===== src/rtl/vpu_src_fetch.sv =====
// rtl/vpu_src_fetch.sv - decodes a vector instruction and issues per-bank SRAM reads for its source operands.
// Optional build macro VPU_SRC_FETCH_MERGE_EN: same bank+row sources share one read.
module vpu_src_fetch #(
  parameter int SRC_CNT    = 3,
  parameter int BANK_CNT   = 4,
  parameter int BANK_DEPTH = 1024,
  parameter int DATA_WIDTH = 512,
  parameter int ADDR_WIDTH = 32
) (
  input  logic                                  clk,
  input  logic                                  rst_n,
  input  logic                                  instr_valid_i,
  output logic                                  instr_ready_o,
  input  logic [8+ADDR_WIDTH*(SRC_CNT+1)-1:0]   instr_i,
  output logic [BANK_CNT-1:0]                   rd_req_o,
  output logic [BANK_CNT*$clog2(BANK_DEPTH)-1:0] rd_addr_o,
  output logic [BANK_CNT*SRC_CNT-1:0]           rd_src_mask_o,
  output logic                                  op_valid_o,
  input  logic                                  op_ready_i,
  output logic [7:0]                            op_opcode_o,
  output logic [$clog2(BANK_CNT)-1:0]           op_dst_bank_o,
  output logic [$clog2(BANK_DEPTH)-1:0]         op_dst_row_o,
  output logic                                  op_err_o
);

  localparam int INSTR_W = 8 + ADDR_WIDTH*(SRC_CNT+1);
  localparam int OFF_W   = $clog2(DATA_WIDTH);
  localparam int BANK_W  = $clog2(BANK_CNT);
  localparam int ROW_W   = $clog2(BANK_DEPTH);

  localparam logic [1:0] IDLE  = 2'd0;
  localparam logic [1:0] ISSUE = 2'd1;
  localparam logic [1:0] DONE  = 2'd2;

  logic [1:0]         state;
  logic [INSTR_W-1:0] instr_q;
  logic [SRC_CNT-1:0] pending;
  logic               err_q;

  logic [2:0]         acc_cnt;
  logic [SRC_CNT-1:0] acc_mask;
  logic [SRC_CNT-1:0] served;
  logic [SRC_CNT-1:0] pending_next;
  logic [BANK_W-1:0]  src_bank [SRC_CNT];
  logic [ROW_W-1:0]   src_row  [SRC_CNT];

  function automatic logic [2:0] src_count(input logic [7:0] op);
    case (op)
      8'h05, 8'h0C, 8'h0D:                      src_count = 3'd1;
      8'h01, 8'h02, 8'h03, 8'h04, 8'h06, 8'h07,
      8'h08, 8'h09, 8'h0A, 8'h0B, 8'h0E:        src_count = 3'd2;
      default:                                  src_count = 3'd0;
    endcase
  endfunction

  always_comb begin
    acc_cnt  = src_count(instr_i[INSTR_W-1 -: 8]);
    acc_mask = '0;
    for (int i = 0; i < SRC_CNT; i++) acc_mask[i] = (i < int'(acc_cnt));
  end

  // Source i sits just above dst0, i.e. at field index i+1.
  always_comb begin
    for (int i = 0; i < SRC_CNT; i++) begin
      src_bank[i] = instr_q[ADDR_WIDTH*(i+1) + OFF_W +: BANK_W];
      src_row[i]  = instr_q[ADDR_WIDTH*(i+1) + OFF_W + BANK_W +: ROW_W];
    end
  end

  always_comb begin
    logic               found;
    logic [ROW_W-1:0]   row_sel;
    logic [SRC_CNT-1:0] m;
    rd_req_o      = '0;
    rd_addr_o     = '0;
    rd_src_mask_o = '0;
    served        = '0;
    for (int b = 0; b < BANK_CNT; b++) begin
      found   = 1'b0;
      row_sel = '0;
      m       = '0;
      // Lowest-index pending source wins the bank this cycle.
      for (int i = 0; i < SRC_CNT; i++) begin
        if (state == ISSUE && pending[i] && src_bank[i] == BANK_W'(b)) begin
          if (!found) begin
            found   = 1'b1;
            row_sel = src_row[i];
            m[i]    = 1'b1;
          end
`ifdef VPU_SRC_FETCH_MERGE_EN
          else if (src_row[i] == row_sel) begin
            m[i] = 1'b1;
          end
`endif
        end
      end
      rd_req_o[b]                        = found;
      rd_addr_o[b*ROW_W +: ROW_W]        = row_sel;
      rd_src_mask_o[b*SRC_CNT +: SRC_CNT] = m;
      served                             = served | m;
    end
  end

  assign pending_next = pending & ~served;

  always_ff @(posedge clk or negedge rst_n) begin
    if (!rst_n) begin
      state   <= IDLE;
      instr_q <= '0;
      pending <= '0;
      err_q   <= 1'b0;
    end else begin
      case (state)
        IDLE: begin
          if (instr_valid_i) begin
            instr_q <= instr_i;
            pending <= acc_mask;
            err_q   <= (acc_cnt == 3'd0);
            state   <= (acc_cnt == 3'd0) ? DONE : ISSUE;
          end
        end
        ISSUE: begin
          pending <= pending_next;
          if (pending_next == '0) state <= DONE;
        end
        DONE: begin
          if (op_ready_i) state <= IDLE;
        end
        default: state <= IDLE;
      endcase
    end
  end

  // Ready is masked by reset so every output reads 0 while rst_n is low.
  assign instr_ready_o = (state == IDLE) && rst_n;
  assign op_valid_o    = (state == DONE);
  assign op_opcode_o   = instr_q[INSTR_W-1 -: 8];
  assign op_dst_bank_o = instr_q[OFF_W +: BANK_W];
  assign op_dst_row_o  = instr_q[OFF_W + BANK_W +: ROW_W];
  assign op_err_o      = err_q;

  logic unused_bits;
  assign unused_bits = ^instr_q;

endmodule


===== config.mk =====
export PLATFORM = sky130hd
export DESIGN_NAME = vpu_src_fetch
export DESIGN_NICKNAME = d
export VERILOG_FILES = /design/src/rtl/vpu_src_fetch.sv
export SDC_FILE = /design/constraint.sdc
export NUM_CORES = 1
export LEC_CHECK = 0
export CORE_ASPECT_RATIO = 0.7
export CORE_UTILIZATION = 34
export DETAILED_ROUTE_END_ITERATION = 10
export PLACE_DENSITY = 0.78
export SYNTH_ARGS = -nofsm -noshare
export SYNTH_HDL_FRONTEND = slang
export SYNTH_SLANG_ARGS = --single-unit

===== constraint.sdc =====
create_clock -name clk -period 1.78 [get_ports clk]
set_input_delay 0.356 -clock clk [delete_from_list [all_inputs] [get_ports clk]]
set_output_delay 0.356 -clock clk [all_outputs]
set_load 0.02 [all_outputs]

==> results.yml <==
status:
  run_status: "finished with violations"
  violated_checks: "setup timing"
synthesis:
  synth_area_per_inst_um2: 9.85
  cell_types_with_the_largest_area_share_after_synthesis: "sky130_fd_sc_hd__dfrtp_1, sky130_fd_sc_hd__mux2_2, sky130_fd_sc_hd__nor2_1, sky130_fd_sc_hd__a221oi_1, sky130_fd_sc_hd__buf_4"
  syn_nets: 501
  synthesis.area_um2: 3560
  number_of_synthesized_register_bits: 62
  synth_top_area_share_pct: 43.6
  synth-warning-count: 0
  yosysSeqAreaShare_pct: 43.6
  number_of_flops_mapped_to_enable_cells_by_yosys: 0
  synthDistinctLibCells: 40
  postSynth.asyncResetShare_pct: 100
  synth_top_flop_cell: "sky130_fd_sc_hd__dfrtp_1"
  synthTopCellsByCount: "sky130_fd_sc_hd__dfrtp_1, sky130_fd_sc_hd__mux2_2, sky130_fd_sc_hd__nor2_1, sky130_fd_sc_hd__nand2_1, sky130_fd_sc_hd__buf_4"
  synth_top_cell_by_area: "sky130_fd_sc_hd__dfrtp_1"
  synthMostInstantiatedCell: "sky130_fd_sc_hd__dfrtp_1"
  synth_cells: 361
power:
  p_per_area_nw_per_um2: 841
  leakagePower_nw: 2.80
  power.net_switching_mw: 1.72
  vdd_ir_drop_max_uv: 682
  power.internal_mw: 3.92
  p_comb_share_pct: 24.2
  clock_network_fraction_of_total_power_pct: 34.7
  seq_power_share_pct: 41.1
  switching_share_pct: 30.5
clock_network:
  cts_sinks: 62
  htree_levels: 3
  cts_made_buffers: 9
  root_buffer: "sky130_fd_sc_hd__clkbuf_16"
  cts_tree: "yes"
  clk_transition_reported_paths_ns: 0.05
  ctsHoldBuffers: 0
  worstSkewPairLatency_ns: 0.33
  clock_path_buffers: 2
sta:
  final-setup-viol-count: 59
  report.final.slew_viol_count: 0
  timing.final.crit_share_pct: 132
  rsz_0062_raised_after_global_routing: "true"
  number_of_failing_hold_endpoints_at_the_final_stage: 0
  final_period_minus_worst_setup_slack_ns: 2.34
  timing.final.ws_setup_ns: -0.562
  worst_clk_skew_ns: 0.00594
  timing.fmax_mhz: 427
  max-slew-margin-rel_pct: 46.3
  tightestPinTransition_ns: 0.805
global_route:
  grt_first_pass_wirelength_mm: 21.1
  globalRoute.totalOverflow: 0
  track_usage_pct: 25.5
  grt_start_max_net_pins: 63
  vias_in_the_first_global_route: 3863
  grt_antenna_before_repair: 0
routing:
  drcViolationCount: 0
  initialDrtViolationCount: 176
  post_drt_via_cell_ratio: 5.40
  wl_per_cell_um: 20.1
  totalWireLength_mm: 13.6
  dr.pass1.iters: 4
  vias: 3640
  detail-route-antenna-nets: 0
cells_and_area:
  multiInputGateArea_um2: 2340
  antenna_cells_inserted: 0
  layout.nets: 681
  final_core_utilization_pct: 67.7
  area_delta_synth_final_pct: 88.6
  filler_cell_count: 694
  drive_above_1_share_pct: 58.8
  layout.cells.non_filler: 674
  ff_latch_area_um2: 1550
setup_path:
  reg2regPathDepth: 7
  setup.worst_path.end_class: "output port"
  critical_path.startpoint_type: "register"
  rrSetupSlack_ns: -0.42
  timing.critical_path.arrival_ns: 1.99
  crit_fanout: 11
  timing.rr.end: "state[1]$_DFFE_PN0P_"
  reg_to_reg_startpoint: "state[1]$_DFFE_PN0P_"
  setup.worst_path.class: "register to output port"
  critical_path_rt_ns: 1.42
placed_design:
  final_hpwl_from_detailed_placement_mm: 8.95
  dp_slack_ns: -0.682
  io_buffers: 138
  gpl.final_weighted_congestion: 0.879
  numPlacedInstances: 639
die:
  initial_core_util_pct: 35.9
  ioPinCount: 219
  die_x_um: 124
  dieArea_um2: 10900
  fp.dieH_um: 87.6
  core_outline_area_um2: 9910
  std_cell_rows: 30
min_path:
  hold_path_class: "input port to async pin"
run:
  drv_cap: 0
layer usage:
| metal | vias to the layer above | GRT usage, % | share of wire, % |
|---|---|---|---|
| met2 | 184 | 40.2 | 47 |
| met4 | 0 | 8.98 | 2.3 |
| li1 | 1658 | - | - |
| met5 | - | 0 | 0 |
| met1 | 1773 | 33.5 | 43 |
| met3 | 25 | 7.76 | 7.7 |
sequential cells by signal (all words and copies together) (netlist names):
signal / flops
op_err_o: 1
instr_q: 56
state: 2
pending: 3
cells in the final DEF, fill, tap and decap left out, types with 7 or more instances in the layout:
| master | Yosys | routed |
|---|---|---|
| sky130_fd_sc_hd__nor2_2 | 2 | 25 |
| sky130_fd_sc_hd__a22oi_2 | 0 | 21 |
| sky130_fd_sc_hd__buf_12 | 0 | 17 |
| sky130_fd_sc_hd__nor2_1 | 50 | 23 |
| sky130_fd_sc_hd__dfrtp_1 | 62 | 61 |
| sky130_fd_sc_hd__clkbuf_16 | 0 | 10 |
| sky130_fd_sc_hd__o21ai_2 | 0 | 20 |
| sky130_fd_sc_hd__clkdlybuf4s50_1 | 0 | 79 |
| sky130_fd_sc_hd__buf_6 | 1 | 58 |
| sky130_fd_sc_hd__buf_2 | 9 | 10 |
| sky130_fd_sc_hd__a221oi_2 | 0 | 7 |
| sky130_fd_sc_hd__nand2_1 | 30 | 28 |
| sky130_fd_sc_hd__mux2_2 | 55 | 55 |
| sky130_fd_sc_hd__a221oi_4 | 0 | 13 |
| sky130_fd_sc_hd__buf_4 | 22 | 45 |
worst max-delay path, stage by stage (launching register included):
cell,delay (ns)
sky130_fd_sc_hd__dfrtp_2,0.43
sky130_fd_sc_hd__buf_6,0.13
sky130_fd_sc_hd__nor3b_4,0.24
sky130_fd_sc_hd__and3_4,0.26
sky130_fd_sc_hd__nor2_2,0.06
sky130_fd_sc_hd__buf_12,0.15
sky130_fd_sc_hd__a22oi_2,0.15
sky130_fd_sc_hd__o21ai_2,0.09
sky130_fd_sc_hd__buf_6,0.13
logic make-up (layout without fill, tap and decap cells):
| logic type | Yosys count | in the layout | synth area share (%) |
|---|---|---|---|
| AOI/OAI and AO/OA | 72 | 72 | 14.5 |
| and+or+nand+nor | 116 | 116 | 15.2 |
| buffers and inverters | 53 | 238 | 8.44 |
| muxes | 55 | 55 | 17.4 |
| adders and majority gates | 1 | 1 | 0.282 |
| xor gates and xnor gates | 2 | 2 | 0.493 |
| DFF | 62 | 62 | 43.6 |
layout make-up:
type	instances	area share (%)
multi-input combinational	246	35.0
sequential	62	23.2
tap	128	2.39
timing repair buffer	215	34.1
clock inverter	3	0.970
inverter	7	0.392
clock buffer	13	4.03
how the worst max path moves through the flow:
stage                                     from       endpoint  slack [ns]  depth (start not counted)
after detailed placement  state[0]$_DFFE_PN0P_  rd_addr_o[31]       -0.68                          7
after CTS                 state[1]$_DFFE_PN0P_  rd_addr_o[36]       -0.55                          8
after global placement    state[1]$_DFFE_PN0P_  rd_addr_o[29]       -0.64                          7
final                     state[1]$_DFFE_PN0P_  rd_addr_o[21]       -0.56                          8
after floorplan           state[0]$_DFFE_PN0P_  rd_addr_o[10]       -0.20                          8
after global routing      state[1]$_DFFE_PN0P_  rd_addr_o[34]       -0.64                          8
power groups by stage:
stage          Combinational (mW)  Clock, mW  Sequential, mW
2_1_floorplan               0.844          0            2.07
3_3_place_gp                 1.31          0            2.18
3_5_place_dp                 1.34          0            2.21
4_1_cts                      1.36       2.00            2.25
5_1_grt                      1.45       2.07            2.37
6_report                     1.36       1.96            2.32
stage by stage:
stage	instance area, µm²	power [mW]	setup TNS, ns	hold slack, ns
2_1_floorplan	3970	2.92	-5.72	0.0604
3_3_place_gp	5750	3.50	-37.21	0.474
3_5_place_dp	5750	3.55	-39.62	0.488
4_1_cts	6430	5.60	-27.72	0.231
5_1_grt	6710	5.89	-32.81	0.282
6_report	6710	5.64	-29.24	0.215
timing repair:
action / 4_1_cts / 5_1_grt
endpoints found under the hold margin: 0 / 0
gates cloned: 5 / 0
endpoints found under the setup margin: 61 / 60
pin swaps: 22 / 13
gates resized for setup: 367 / 43
buffers inserted: 6 / 10
Note: power is estimated with default switching activity, not from simulation.
